<file path="src/rtl/freq_meter_pkg.sv">
// Shared definitions for the frequency meter.
//   state_t          : two-state gate FSM encoding (IDLE / GATE)
//   DEF_CLK_HZ       : default system clock frequency
//   DEF_GATE_CYCLES  : default gate window (one second at DEF_CLK_HZ, so the result is in Hz)
//   gate_cnt_width() : width needed to hold a gate down-counter loaded with gate_cycles-1
package freq_meter_pkg;

    typedef enum logic {
        IDLE = 1'b0,
        GATE = 1'b1
    } state_t;

    localparam int DEF_CLK_HZ      = 100_000_000;
    localparam int DEF_GATE_CYCLES = 100_000_000;

    // The down-counter never holds more than gate_cycles-1, so $clog2(gate_cycles) bits suffice.
    function automatic int gate_cnt_width(input int gate_cycles);
        return ($clog2(gate_cycles) < 1) ? 1 : $clog2(gate_cycles);
    endfunction

endpackage

</file>
<file path="src/rtl/sync_edge_det.sv">
// Synchronizes an asynchronous input into the clk domain and flags its rising edges.
//   clk        : system clock
//   rst        : synchronous, active-low reset (clears all three flops)
//   async_in   : asynchronous input
//   rise_pulse : one clk cycle high per synchronized rising edge of async_in
module sync_edge_det
    import freq_meter_pkg::*;
(
    input  logic clk,
    input  logic rst,
    input  logic async_in,
    output logic rise_pulse
);

    logic sync_p0;
    logic sync_p1;
    logic sync_p2;

    always_ff @(posedge clk) begin
        if (!rst) begin
            sync_p0 <= 1'b0;
            sync_p1 <= 1'b0;
            sync_p2 <= 1'b0;
        end else begin
            // p0/p1: metastability filter; p2: one-cycle history for edge detection
            sync_p0 <= async_in;
            sync_p1 <= sync_p0;
            sync_p2 <= sync_p1;
        end
    end

    assign rise_pulse = sync_p1 & ~sync_p2;

endmodule

</file>
<file path="src/rtl/freq_meter.sv">
// Frequency meter: counts rising edges of sig_in over a gate window of GATE_CYCLES clk cycles.
// With GATE_CYCLES equal to the clk frequency the result reads directly in Hz.
//   clk        : system clock (only clock)
//   rst        : synchronous, active-low reset
//   start      : one-cycle request for a single measurement, ignored while busy
//   continuous : run back-to-back windows with no gap; sampled on the last window cycle
//   sig_in     : asynchronous signal under measurement
//   busy       : high while a gate window is open
//   freq_valid : one-cycle pulse when freq_out/overflow are updated
//   freq_out   : rising edges counted in the last completed window (held)
//   overflow   : edge count saturated during the last completed window (held)
module freq_meter
    import freq_meter_pkg::*;
#(
    parameter int CLK_HZ      = DEF_CLK_HZ,
    parameter int GATE_CYCLES = DEF_GATE_CYCLES,
    parameter int CNT_W       = 32
) (
    input  logic             clk,
    input  logic             rst,
    input  logic             start,
    input  logic             continuous,
    input  logic             sig_in,
    output logic             busy,
    output logic             freq_valid,
    output logic [CNT_W-1:0] freq_out,
    output logic             overflow
);

    localparam int GATE_W = gate_cnt_width(GATE_CYCLES);
    localparam logic [GATE_W-1:0] GATE_LOAD = GATE_W'(GATE_CYCLES - 1);

    if (GATE_CYCLES < 2) begin : g_bad_gate
        $error("freq_meter: GATE_CYCLES must be at least 2");
    end
    if (CLK_HZ < 1) begin : g_bad_clk
        $error("freq_meter: CLK_HZ must be positive");
    end

    // Saturating edge counter step: returns {overflow flag, count}.
    // An edge arriving while the count is all-ones leaves the count alone and raises the flag.
    function automatic logic [CNT_W:0] sat_inc(input logic [CNT_W-1:0] cnt,
                                               input logic             flag,
                                               input logic             inc);
        if (!inc) begin
            return {flag, cnt};
        end else if (&cnt) begin
            return {1'b1, cnt};
        end else begin
            return {flag, cnt + CNT_W'(1)};
        end
    endfunction

    state_t             state;
    logic [GATE_W-1:0]  gate_cnt;
    logic [CNT_W-1:0]   edge_cnt;
    logic               ovf;
    logic               edge_det;
    logic [CNT_W-1:0]   edge_cnt_nxt;
    logic               ovf_nxt;

    sync_edge_det u_sync_edge_det (
        .clk        (clk),
        .rst        (rst),
        .async_in   (sig_in),
        .rise_pulse (edge_det)
    );

    always_comb begin
        {ovf_nxt, edge_cnt_nxt} = sat_inc(edge_cnt, ovf, edge_det);
    end

    always_ff @(posedge clk) begin
        if (!rst) begin
            state      <= IDLE;
            busy       <= 1'b0;
            freq_valid <= 1'b0;
            freq_out   <= '0;
            overflow   <= 1'b0;
            gate_cnt   <= '0;
            edge_cnt   <= '0;
            ovf        <= 1'b0;
        end else begin
            freq_valid <= 1'b0;
            case (state)
                IDLE: begin
                    if (start || continuous) begin
                        state    <= GATE;
                        busy     <= 1'b1;
                        gate_cnt <= GATE_LOAD;
                        edge_cnt <= '0;
                        ovf      <= 1'b0;
                    end
                end
                GATE: begin
                    if (gate_cnt == '0) begin
                        // Last window cycle: its own edge is part of the published count.
                        freq_out   <= edge_cnt_nxt;
                        overflow   <= ovf_nxt;
                        freq_valid <= 1'b1;
                        edge_cnt   <= '0;
                        ovf        <= 1'b0;
                        if (continuous) begin
                            // Reload in the same cycle so consecutive windows abut.
                            gate_cnt <= GATE_LOAD;
                        end else begin
                            state <= IDLE;
                            busy  <= 1'b0;
                        end
                    end else begin
                        gate_cnt <= gate_cnt - GATE_W'(1);
                        edge_cnt <= edge_cnt_nxt;
                        ovf      <= ovf_nxt;
                    end
                end
                default: begin
                    state <= IDLE;
                    busy  <= 1'b0;
                end
            endcase
        end
    end

endmodule

</file>
<file path="config.mk">
export PLATFORM = sky130hd
export DESIGN_NAME = freq_meter
export DESIGN_NICKNAME = d
export VERILOG_FILES = /design/src/rtl/freq_meter_pkg.sv /design/src/rtl/sync_edge_det.sv /design/src/rtl/freq_meter.sv
export SDC_FILE = /design/constraint.sdc
export NUM_CORES = 1
export LEC_CHECK = 0
export BUFFER_PORTS_ARGS = -buffer_cell sky130_fd_sc_hd__buf_2
export CAP_MARGIN = 20
export CORE_ASPECT_RATIO = 1.25
export CORE_MARGIN = 3
export CORE_UTILIZATION = 40
export DETAILED_ROUTE_END_ITERATION = 6
export PLACE_DENSITY = 0.54
export SLEW_MARGIN = 20
export SYNTH_ARGS = -nofsm -noshare
export SYNTH_HDL_FRONTEND = slang
export SYNTH_SLANG_ARGS = --single-unit
export TNS_END_PERCENT = 50
</file>
<file path="constraint.sdc">
create_clock -name clk -period 3.9 [get_ports clk]
set_input_delay 0.975 -clock clk [delete_from_list [all_inputs] [get_ports clk]]
set_output_delay 0.975 -clock clk [all_outputs]
set_load 0.03 [all_outputs]
</file>
### After elaboration in Yosys (flattened, before gate mapping)

Cells that the tools add are included.

* register bits after elaboration: 99
* bits of input ports: 5
* output and inout bits: 35

* add/subtract/negate cells: 2
* eq/ne operators: 4
* mux-type cells: 21
* bitwise logic cells: 3
* reduce and logical (&&, ||, !) cells: 7

Operator list (count)
* two-way mux 27 bit: 3
* two-way mux 33 bit: 2
* two-way mux 32 bit: 2
* case mux 32 bit (2 select lines): 1
* case mux 27 bit (2 select lines): 1
* adder 32 x 1 -> 32 bit (second input constant): 1
* AND reduction 32 bit: 1
* zero test 27 bit: 1
* subtractor 27 x 1 -> 27 bit (second input constant): 1
* two-way mux 1 bit: 9
* case mux 1 bit (2 select lines): 3
* AND reduction 2 bit: 3
* inequality test 2 bit (second input constant): 2
* inequality test 3 bit (second input constant): 1
* AND reduction 3 bit: 1
* inequality test 2 x 1 -> 1 bit (second input constant): 1
* NOT 1 bit: 2
* AND 1 bit: 1
* logical OR 1 bit: 1

### Longest topological paths before layout

* word-level depth: 5
* depth in mapped cells: 10
* depth with buffers taken out: 8

### Cells and area by module

From an unflattened synthesis, not the netlist that was laid out.

* cell total of the unflattened synthesis: 619
* area, all modules: 5147.4 µm²

By module, submodules not included
* freq_meter: instances 1, cells each 612, area each 5054.8 µm², sequential area each 1921.8 µm²
* sync_edge_det: instances 1, cells each 7, area each 92.6 µm², sequential area each 60.1 µm²

### Least setup slack after synthesis

OpenSTA, ideal clock, no wires.

* path type: reg-to-reg
* from: reg gate_cnt[13]
* to: reg gate_cnt[6]
* library setup time: 0.128 ns
* data arrival time: 2.195 ns
* path slack: 1.577 ns
* cell stages (with the launch flop): 8
* buffers on the path: 1
* path through: dfxtp_1 > or3_4 > or4_4 > buf_6 > nor3_1 > mux2_2 > a221oi_1 > nor2_1

* cells in the longest elaborated chain, start to end: 3
* elaborated cells between the ends (all ways): 5
* those cells by class: eq/ne: 1; mux: 2; reduce/logical: 2

RTL lines
* from (decl): line freq_meter.sv:55 `logic [GATE_W-1:0] gate_cnt;`
* from (signal assigned): line freq_meter.sv:111 `gate_cnt <= gate_cnt - GATE_W'(1);`
* zero test 27 bit (*): line freq_meter.sv:96 `if (gate_cnt == '0) begin`
* two-way mux 27 bit / inequality test 3 bit (equally long branches)
* case mux 27 bit (2 select lines) / AND reduction 2 bit (equally long branches)

Mark *: on every way between the ends. The rest lies on a longest branch, timed or not.
A chain may end at the register's enable or synchronous reset.

### Final worst setup path

* from: reg edge_cnt[0]
* to: reg freq_out[19]

* cells in the longest elaborated chain, start to end: 3
* elaborated cells between the ends (all ways): 4
* those cells by class: add/sub: 1; mux: 2; reduce/logical: 1

RTL lines
* from (decl): line freq_meter.sv:56 `logic [CNT_W-1:0] edge_cnt;`
* from (signal assigned): line freq_meter.sv:112 `edge_cnt <= edge_cnt_nxt;`
* adder 32 x 1 -> 32 bit / AND reduction 32 bit (equally long branches): line freq_meter.sv:50, freq_meter.sv:47
* two-way mux 33 bit (*): line freq_meter.sv:47 `end else if (&cnt) begin`
* two-way mux 33 bit (*): line freq_meter.sv:45 `if (!inc) begin`
* to (signal assigned): line freq_meter.sv:98 `freq_out <= edge_cnt_nxt;`
* to (decl): line freq_meter.sv:26 `output logic [CNT_W-1:0] freq_out,`

Marks and branches as above.

==> results.toml <==
[routing]
ant_nets = 0
avgRoutedWirePerCell_um = 16.2
num_vias = 4374
viasPerCell = 5.64
firstDrtPassIters = 4
drtIter0Drc = 228
route.detailed.drc = 0
routed_wl_mm = 12.6

[yosys]
synth_simple_gate_area_frac = 0.242
synth.cell_area_mm2 = 0.00498
ys_seq_area_frac = 0.398
synthAdderAreaFrac = 0.00754
synth_seq_cells = 99
synth_xor_area_frac = 0.0722
async_flop_share = 0
synth_top_family_by_area = "simple AND/OR/NAND/NOR gates"
netlist-cell-type-count = 60
syn_avg_cell_area_um2 = 8.48
synthTopCellsByArea = "dfxtp_1, a21oi_1, xnor2_1"
synthCells = 587
synth-compound-area-share = 0.226
syn_nets = 595
ys.flop_type = "dfxtp_1"
yosysWarningCount = 0
yosys.area.top_type = "dfxtp_1"
synth_edf_count = 0
synth_top_area_share = 0.398
synthMuxAreaShare = 0.00855

[cts]
holdBufCountCts = 0
clock_sinks = 99
cts_root_buf = "clkbuf_16"
cts_resized = 0
path_clk_slew_ps = 70
cts_made_buffers = 9
cts_max_path_buffers = 2
cts_tree = "built"
insertion_delay_ps = 360
cts_setup_buffers = 0
h-tree-depth = 3

[setup_path]
worstPathRequired_ps = 4170
path_buf_inv = 1
cpPeakStageDelay_ps = 590
cp_slowest_cell = "nor4_1"
crit_path_start = "edge_cnt[0]"
cp_data_arrival_time_ps = 3060
path_cells = "ha_1, nand4_1, nor4_1, a31oi_2, buf_4, and4_1, xnor2_1, a211oi_1"
path_delay_family = "simple AND/OR/NAND/NOR gates"
end_kind = "flip-flop"
worst_r2r_path_depth = 8
r2r_slack_ps = 1110
crit_end = "freq_out[19]"
worstSetupPathType = "flip-flop to flip-flop"
crit_path_max_fanout = 15
path_depth = 8
r2r_start = "edge_cnt[0]"
start_kind = "flip-flop"
worstReg2RegEnd = "freq_out[19]"

[timing]
final-setup-viol-count = 0
slew_violations = 0
tightest_slew_ps = 945
skew_ps = 9.60
maxSlewHeadroom = 0.370
fin_tns_setup_ps = 0
whs_ps = 433
max_freq_mhz = 358
grt_setup_unrepaired = "no"
min_period_over_period = 0.715
period_needed_ps = 2790
hold_viol = 0

[power_and_ir_drop]
vdd_drop_max_v = 0.000205
power_density_mw_per_mm2 = 375
total_leakage_power_nw = 1.94

[placed_design]
dp.cells = 760
port_buffers = 39
place_hpwl_mm = 8.91
routabilityCongestion = 0.858

[global_routing]
grt_remaining_overflow = 0
antenna_found_initial = 0
grt_max_degree = 50
grt_pass1_wl_mm = 20.5
first_global_vias = 4146
grt_use_total = 0.188

[die]
fp.dieW_um = 106
io_pins = 40
rows = 44
die_area_mm2 = 0.0138
coreArea_mm2 = 0.0119
start_util = 0.418
dieHeight_um = 131

[min_path]
worstHoldPathType = "flip-flop to flip-flop"
hold_path.startpoint = "u_sync_edge_det.sync_p0"

[outcome]
status = "completed"

[finish]
drive_gt1_frac = 0.132
syn_to_final_growth_pct = 11.1
layout.cells.non_filler = 776
diodes = 0
mostFrequentLayoutCells = "dfxtp_1, a21oi_1, nor2_1, nand2_1, buf_2"
final_nets = 618
mostFrequentLayoutCell = "dfxtp_1"

[run]
cap_viol_max_count = 0
-- sequential cells by signal, indices dropped and copies added (netlist names) --
signal,flops
overflow,1
u_sync_edge_det.sync_p0,1
u_sync_edge_det.sync_p2,1
gate_cnt,27
state,1
edge_cnt,32
u_sync_edge_det.sync_p1,1
ovf,1
busy,1
freq_valid,1
freq_out,32
-- metrics by stage --
| step | setup slack [ps] | util | instance area [um^2] | power [mW] |
|---|---|---|---|---|
| 4_1_cts | 1090 | 0.465 | 5530 | 2.11 |
| 3_5_place_dp | 1080 | 0.442 | 5260 | 1.26 |
| 6_report | 1110 | 0.465 | 5530 | 2.07 |
| 3_3_place_gp | 1150 | 0.442 | 5260 | 1.25 |
| 2_1_floorplan | 1580 | - | 4980 | 1.22 |
| 5_1_grt | 844 | 0.465 | 5530 | 2.17 |
-- worst min path at each step --
stage / slack [ps] / cells past startpoint / to
after floorplan: 410 / 1 / u_sync_edge_det.sync_p1
after global placement: 420 / 1 / u_sync_edge_det.sync_p1
after detailed placement: 420 / 1 / u_sync_edge_det.sync_p1
after CTS: 430 / 1 / u_sync_edge_det.sync_p1
after global routing: 450 / 1 / u_sync_edge_det.sync_p1
final: 430 / 1 / u_sync_edge_det.sync_p1
-- area by class of cell --
cell class	instances	area (um^2)
fill	1205	6360
timing repair buffer	47	255
clock buffer	14	264
inverter	12	45.0
sequential	99	1980
clock inverter	2	10.0
tap	161	201
multi-input combinational	441	2770
-- metal layers --
layer	vias to the layer above	global-route usage	wire [um]
li1	2220	-	-
met1	2069	0.210	5360
met2	65	0.345	6470
met3	20	0.0408	425
met4	0	0.0846	310
met5	-	0	0
-- cells by family after synthesis --
family                     Yosys count
AOI/OAI and AO/OA                  176
xor gates and xnor gates            41
adders and majority gates            3
buffers and inverters               47
DFF                                 99
muxes                                4
and+or+nand+nor                    217
-- cells in the mapped netlist, types with 3 or more instances --
cell type / count
nand2b_1: 7
ha_1: 3
o21ai_0: 29
a31oi_1: 25
xor2_1: 19
or4_1: 5
o31ai_1: 10
nor2_1: 50
dfxtp_1: 99
nor3_1: 12
clkbuf_1: 21
and3_1: 10
xnor2_1: 22
inv_1: 11
a21oi_1: 58
nand2_1: 41
buf_6: 5
nand4_1: 14
and2_1: 8
or3_1: 13
a41oi_1: 3
a311oi_1: 3
nand3_1: 22
o21ai_1: 11
nor4_1: 11
and4_1: 9
buf_2: 7
a211oi_1: 15
-- power breakdown --
part / internal, mW / switching (mW)
combinational: 0.0590 / 0.115
sequential: 1.03 / 0.0254
clock: 0.466 / 0.375
total: 1.56 / 0.515
Power figures use the tool's default switching activity.
